--- src/rtl/instr_fetch_unit.sv ---
// instr_fetch_unit: RV32 fetch stage. Owns the fetch PC, requests words from instruction memory and buffers one instruction for decode.
//   clk, rst                    : clock, asynchronous active-high reset
//   redirect_valid, redirect_pc : PC change from execute (target low bits forced to 00)
//   imem_req/addr/ack/rdata     : instruction memory req/ack handshake
//   if_valid/if_pc/if_instr     : buffered instruction to decode, accepted when id_ready
//   pc_out                      : current fetch PC
module instr_fetch_unit #(
   parameter logic [31:0] RESET_PC = 32'h0000_0000,
   parameter int          XLEN     = 32
) (
   input  logic            clk,
   input  logic            rst,
   input  logic            redirect_valid,
   input  logic [XLEN-1:0] redirect_pc,
   output logic            imem_req,
   output logic [XLEN-1:0] imem_addr,
   input  logic            imem_ack,
   input  logic [XLEN-1:0] imem_rdata,
   output logic            if_valid,
   output logic [XLEN-1:0] if_pc,
   output logic [XLEN-1:0] if_instr,
   input  logic            id_ready,
   output logic [XLEN-1:0] pc_out
);
   typedef enum logic [1:0] {IDLE, FETCH, HOLD, FLUSH} state_t;
   localparam logic [XLEN-1:0] RST_PC = {RESET_PC[XLEN-1:2], 2'b00};
   state_t state_q, state_d;
   logic [XLEN-1:0] pc_q, pc_d, pend_pc_q, pend_pc_d, if_pc_q, if_pc_d, if_instr_q, if_instr_d;
   logic [XLEN-1:0] rd_pc;
   assign rd_pc     = {redirect_pc[XLEN-1:2], 2'b00};
   assign imem_req  = state_q == FETCH || state_q == FLUSH;
   // A redirect kills the buffered instruction in the same cycle it arrives.
   assign if_valid  = state_q == HOLD && !redirect_valid;
   // In FLUSH pc_q still holds the address of the request in flight.
   assign imem_addr = pc_q;
   assign pc_out    = pc_q;
   assign if_pc     = if_pc_q;
   assign if_instr  = if_instr_q;
   always_ff @(posedge clk or posedge rst) begin
      if (rst) begin
         state_q    <= IDLE;
         pc_q       <= RST_PC;
         pend_pc_q  <= '0;
         if_pc_q    <= '0;
         if_instr_q <= '0;
      end else begin
         state_q    <= state_d;
         pc_q       <= pc_d;
         pend_pc_q  <= pend_pc_d;
         if_pc_q    <= if_pc_d;
         if_instr_q <= if_instr_d;
      end
   end
   always_comb begin
      state_d    = state_q;
      pc_d       = pc_q;
      pend_pc_d  = pend_pc_q;
      if_pc_d    = if_pc_q;
      if_instr_d = if_instr_q;
      case (state_q)
         IDLE: begin
            state_d = FETCH;
            if (redirect_valid) pc_d = rd_pc;
         end
         FETCH: begin
            if (imem_ack) begin
               if (redirect_valid) pc_d = rd_pc;
               else begin
                  if_instr_d = imem_rdata;
                  if_pc_d    = pc_q;
                  pc_d       = pc_q + 32'd4;
                  state_d    = HOLD;
               end
            end else if (redirect_valid) begin
               // The request must complete at its old address; remember the target.
               pend_pc_d = rd_pc;
               state_d   = FLUSH;
            end
         end
         HOLD: begin
            if (redirect_valid) begin
               pc_d    = rd_pc;
               state_d = FETCH;
            end else if (id_ready) state_d = FETCH;
         end
         FLUSH: begin
            if (imem_ack) begin
               pc_d    = redirect_valid ? rd_pc : pend_pc_q;
               state_d = FETCH;
            end else if (redirect_valid) pend_pc_d = rd_pc;
         end
         default: state_d = IDLE;
      endcase
   end
endmodule

--- config.mk ---
export PLATFORM = sky130hd
export DESIGN_NAME = instr_fetch_unit
export DESIGN_NICKNAME = d
export VERILOG_FILES = /design/src/rtl/instr_fetch_unit.sv
export SDC_FILE = /design/constraint.sdc
export NUM_CORES = 1
export LEC_CHECK = 0
export CAP_MARGIN = 30
export CELL_PAD_IN_SITES_DETAIL_PLACEMENT = 0
export CELL_PAD_IN_SITES_GLOBAL_PLACEMENT = 1
export CORE_UTILIZATION = 37
export CTS_BUF_LIST = sky130_fd_sc_hd__clkbuf_2 sky130_fd_sc_hd__clkbuf_4 sky130_fd_sc_hd__clkbuf_8
export DETAILED_ROUTE_END_ITERATION = 10
export PLACE_DENSITY_LB_ADDON = 0.1
export SLEW_MARGIN = 20
export SYNTH_ARGS = -nofsm -noshare
export SYNTH_HDL_FRONTEND = slang
export SYNTH_SLANG_ARGS = --single-unit
--- constraint.sdc ---
create_clock -name clk -period 5.2 [get_ports clk]
set_input_delay 0.78 -clock clk [delete_from_list [all_inputs] [get_ports clk]]
set_output_delay 0.78 -clock clk [all_outputs]
set_load 0.01 [all_outputs]
Yosys cells after proc, flatten, opt, wreduce, memory -nomap -nowiden
Cells that the tools add are included.

word-level totals
  flip-flop bits (word level) = 130
  input port bits = 69
  logic and storage cells = 40
  output and inout bits = 130

cells by class
  bitwise gates (word level) = 2
  mux-type cells = 13
  $add $sub $neg = 1
  equality and inequality tests = 9
  reduce and logical (&&, ||, !) cells = 10

operators with widths
  operator                                             count
  2-to-1 mux 32 bit                                    5
  one-hot mux 32 bit (3 select lines)                  1
  adder 32 x 3 -> 32 bit, second input constant        1
  2-to-1 mux 2 bit                                     6
  != test 3 bit, second input constant                 3
  one-hot mux 2 bit (4 select lines)                   1
  AND reduction 3 bit                                  2
  equality test 2 bit, second input constant           2
  != test 2 bit, second input constant                 2
  AND reduction 4 bit                                  1
  OR reduction 2 bit                                   2
  equality test 2 x 1 -> 1 bit, second input constant  1
  logical NOT 2 bit                                    1
  != test 2 x 1 -> 1 bit, second input constant        1
  inverter 1 bit                                       2
  AND reduction 2 bit                                  1
  logical AND 1 bit                                    1
  logical NOT 1 bit                                    1
  logical OR 1 bit                                     1

Longest topological paths before layout
  word-level depth = 4
  gate-level depth with buffers = 7
  mapped depth without buffers = 6

Worst setup path before layout
OpenSTA, ideal clock, no wires.

  kind = input -> output
  from = input redirect_valid
  to = output if_valid
  path buffers = 3
  data required time = 4420 ps
  arrival = 1764 ps
  stages = 4
  path slack = 2656 ps
  cells stage by stage = clkbuf_1 buf_1 clkbuf_1 nor3_1

on the way
  word-level cells in the longest chain between the ends = 2

ends and longest elaborated chain
  item               RTL line  source
  from (decl)        13        input logic redirect_valid,
  logical NOT 1 bit  33        assign if_valid = state_q == HOLD && !redirect_valid;
  logical AND 1 bit  33
  to (decl)          19        output logic if_valid,

No other way between the ends.

Worst setup path in the final report
  from = input redirect_valid
  to = register pc_q[13] (netlist: imem_addr[13])

on the way
  word-level cells in the longest chain between the ends = 3
  elaborated cells between the ends (all ways) = 7
  those cells by class = 1 x eq/ne; 5 x mux; 1 x reduce/logical

ends and longest elaborated chain
  item                                  RTL line  source
  2-to-1 mux 32 bit (on tied branches)  n/a
  2-to-1 mux 32 bit (on tied branches)  87, 66
  one-hot mux 32 bit (3 select lines)   60        case (state_q)
  to (signal assigned)                  48        pc_q <= pc_d;
  to (decl)                             28        logic [XLEN-1:0] pc_q, pc_d, pend_pc_q, pend_pc_d, if_pc_q, if_pc_d, if_instr_q, if_instr_d;

Several ways; a longest one is shown, not always the timed one. The select of a mux whose other input is x is not followed.
A chain may end at the register's enable or synchronous reset.

==> flow_metrics.py <==
metrics = {
    "sta": {
        "slew_headroom": 0.477,
        "fin_tns_setup_ns": 0,
        "period_share": 0.567,
        "min_period_ns": 2.95,
        "worst_pin_slew_ns": 0.777,
        "fin_ws_ns": 2.25,
        "timing.final.max_slew_violations": 0,
        "rsz0062_at_grt": "no",
        "setup_viol": 0,
        "finClkSkew_ns": 0.00626,
        "finalHoldViolCount": 0,
        "clock.fmax_mhz": 339,
    },
    "yosys": {
        "syn_nets": 631,
        "ys_seq_elements": 130,
        "syn_inst": 561,
        "synth_top_cell_by_area": "dfrtp_1",
        "synthSimpleGateAreaFrac": 0.107,
        "synth_top_family_by_area": "multiplexers",
        "synth_top_area_frac": 0.517,
        "muxShareOfSynthArea": 0.181,
        "synthAdderAreaFrac": 0.00199,
        "post_synth.cell_area_avg_um2": 11.2,
        "synthTopCellsByArea": "dfrtp_1 (52%), mux2_2 (17%), buf_4 (3.8%), o21ai_0 (3.4%), a21oi_1 (2.3%)",
        "netlist_area_mm2": 0.00630,
        "yosysUniqueCellTypes": 52,
        "yosys_warnings": 0,
        "synth-compound-area-share": 0.117,
        "synth.yosys.seq_area_share": 0.517,
        "synthArstFlopShare": 1.00,
        "synth_edf_count": 0,
        "synth_ff_type": "dfrtp_1",
        "yosys.area_share.xor_xnor": 0.00835,
    },
    "global_route": {
        "grt_pass1_vias": 5035,
        "grt_max_degree": 98,
        "grt_pass1_wl_um": 27700,
        "gr-total-overflow": 0,
        "gr-usage-all-layers": 0.205,
        "antenna_found_initial": 0,
    },
    "placed_design": {
        "io_buffer_count": 196,
        "pre_cts_ws_ns": 1.77,
        "gp_congestion": 0.789,
        "dp.final_hpwl_um": 11800,
    },
    "route": {
        "wl_um": 17400,
        "firstDrtPassIters": 5,
        "vias_per_cell": 5.31,
        "ant_nets": 0,
        "drc": 0,
        "wl_per_cell_um": 18.2,
        "via_count": 5069,
        "drt_first_iter_violations": 294,
    },
    "min_path": {
        "hold_start": "pend_pc_q[0]",
        "hp-class": "flop to flop",
        "min_path_cells": 2,
        "min_to": "pend_pc_q[0]",
    },
    "cells_and_area": {
        "final_common_cell": "clkdlybuf4s50_1",
        "multi_input_area_mm2": 0.00263,
        "regArea_mm2": 0.00325,
        "postLayoutCoreUtil": 0.524,
        "drive_gt1_frac": 0.206,
        "syn_to_final_growth_pct": 38.1,
        "n_antenna_cell": 0,
        "nets": 791,
        "final_cell_mix": "clkdlybuf4s50_1 (196), dfrtp_1 (130), mux2_2 (95), o21ai_0 (43), a21oi_1 (29)",
        "n_fill_cell": 1495,
    },
    "pwr": {
        "leakagePower_nw": 3.49,
        "power_density_mw_per_mm2": 428,
        "irDropWorstVdd_v": 0.000182,
        "switching_power_mw": 1.15,
        "swShare": 0.308,
        "p_comb_frac": 0.339,
        "clkPwrFrac": 0.246,
        "p_int_mw": 2.57,
        "seq_power_share": 0.414,
    },
    "clocking": {
        "numCtsBuffers": 17,
        "cts_hold_buffers": 0,
        "clkSlewWorstSetupHoldPaths_ns": 0.07,
        "cts_tree": "done",
        "cts_setup_buffers": 0,
        "clk_latency_ns": 0.43,
        "clock_sinks": 130,
        "htree_levels": 4,
        "clk_path_buf_depth": 2,
        "cts_root_buf": "clkbuf_8",
        "cts-resized-gates": 0,
    },
    "critical_path": {
        "critPathTopFamily": "simple AND/OR/NAND/NOR gates",
        "startpoint_type": "input pin",
        "r2r_end": "imem_addr[8]",
        "regToRegSetupSlack_ns": 2.62,
        "crit_top_cell": "nand2b_1",
        "cp.arrival_ns": 3.26,
        "cpPeakStageDelay_ns": 0.66,
        "r2r-start": "state_q[0]",
        "path_max_fanout": 30,
        "endpoint_kind": "flop",
        "critical_path.cell_chain": "clkdlybuf4s50_1, buf_4, nand2b_1, nand2b_1, nor2_1, a222oi_1, o2bb2ai_1",
        "path_buf_inv": 2,
        "critPathRequiredTime_ns": 5.51,
        "critPathSlowestCell": "nand2b_1",
        "reg2reg_depth": 4,
        "path_class": "input pin to flop",
    },
    "floorplan": {
        "io_pins": 199,
        "die_w_um": 132,
        "die_h_um": 132,
        "die-area_mm2": 0.0175,
        "start_util": 0.380,
        "num_rows": 47,
        "design.core.area_mm2": 0.0166,
    },
    "status": {
        "outcome": "finished, final reports clean",
    },
    "run": {
        "max_cap_viol_count": 0,
    },
}
==> area by class of cell <==
| cell class | count | share of cell area |
|---|---|---|
| inverter | 13 | 0.00619 |
| timing repair buffer | 207 | 0.237 |
| clock inverter | 10 | 0.0151 |
| sequential | 130 | 0.374 |
| multi-input combinational | 352 | 0.302 |
| tap | 220 | 0.0317 |
| clock buffer | 22 | 0.0334 |
==> through the flow <==
stage	hold WS (ns)	instance area [um^2]	power, mW	instances
after floorplan	0.472	6300	2.13	561
after global placement	0.483	8250	2.80	921
after detailed placement	0.489	8250	2.83	921
after CTS	0.506	8670	3.76	953
after global routing	0.517	8690	3.92	954
final	0.504	8690	3.72	954
==> Yosys cell counts, drive strengths merged (3+ instances only) <==
| master | n |
|---|---|
| inv | 13 |
| dfrtp | 130 |
| o221ai | 3 |
| a21oi | 29 |
| or2 | 3 |
| o22a | 3 |
| nand3 | 19 |
| nand2b | 3 |
| a22o | 3 |
| a31oi | 5 |
| clkbuf | 21 |
| nor4 | 6 |
| nor3b | 3 |
| mux2i | 7 |
| a211oi | 4 |
| nand4 | 17 |
| o21ai | 43 |
| a211o | 4 |
| nor3 | 7 |
| nor2 | 29 |
| o22ai | 8 |
| a222oi | 5 |
| xor2 | 5 |
| mux2 | 95 |
| nand2 | 28 |
| buf | 45 |
==> how the worst max path moves through the flow <==
stage,from,slack [ns],depth (start not counted),to
6_report,redirect_valid,2.25,7,imem_addr[13]
5_1_grt,redirect_valid,2.04,7,imem_addr[13]
2_1_floorplan,rst,0.95,1,if_instr[0]
4_1_cts,redirect_valid,2.23,4,if_valid
3_3_place_gp,redirect_valid,1.85,7,imem_addr[13]
3_5_place_dp,redirect_valid,1.77,7,imem_addr[13]
==> cells by family after synthesis <==
logic type / Yosys count
adders and majority gates: 1
buffers and inverters: 79
muxes: 102
and+or+nand+nor: 124
DFF: 130
xor gates and xnor gates: 6
AOI/OAI and AO/OA: 119
==> flip-flops by register name, indices dropped and copies added, names as in the netlist <==
signal / flops
pend_pc_q: 32
imem_addr: 32
state_q: 2
if_pc: 32
if_instr: 32
==> tightest hold or removal path, cell delays in order, from the launching register on <==
cell     delay (ns)
dfrtp_1        0.37
inv_1          0.07
a31oi_1        0.04
==> power groups by stage <==
stage / registers (mW) / logic (mW) / clock network (mW)
after global placement: 1.54 / 1.26 / 0
after CTS: 1.54 / 1.28 / 0.938
after detailed placement: 1.56 / 1.27 / 0
final: 1.54 / 1.26 / 0.917
after global routing: 1.59 / 1.35 / 0.984
after floorplan: 1.59 / 0.535 / 0
==> layer usage <==
layer	vias to the layer above	part of all wire	global-route usage
met2	170	0.50	0.339
li1	2330	-	-
met1	2543	0.43	0.262
met5	-	0	0
met3	26	0.048	0.0494
met4	0	0.019	0.0722
Power figures use the tool's default switching activity.
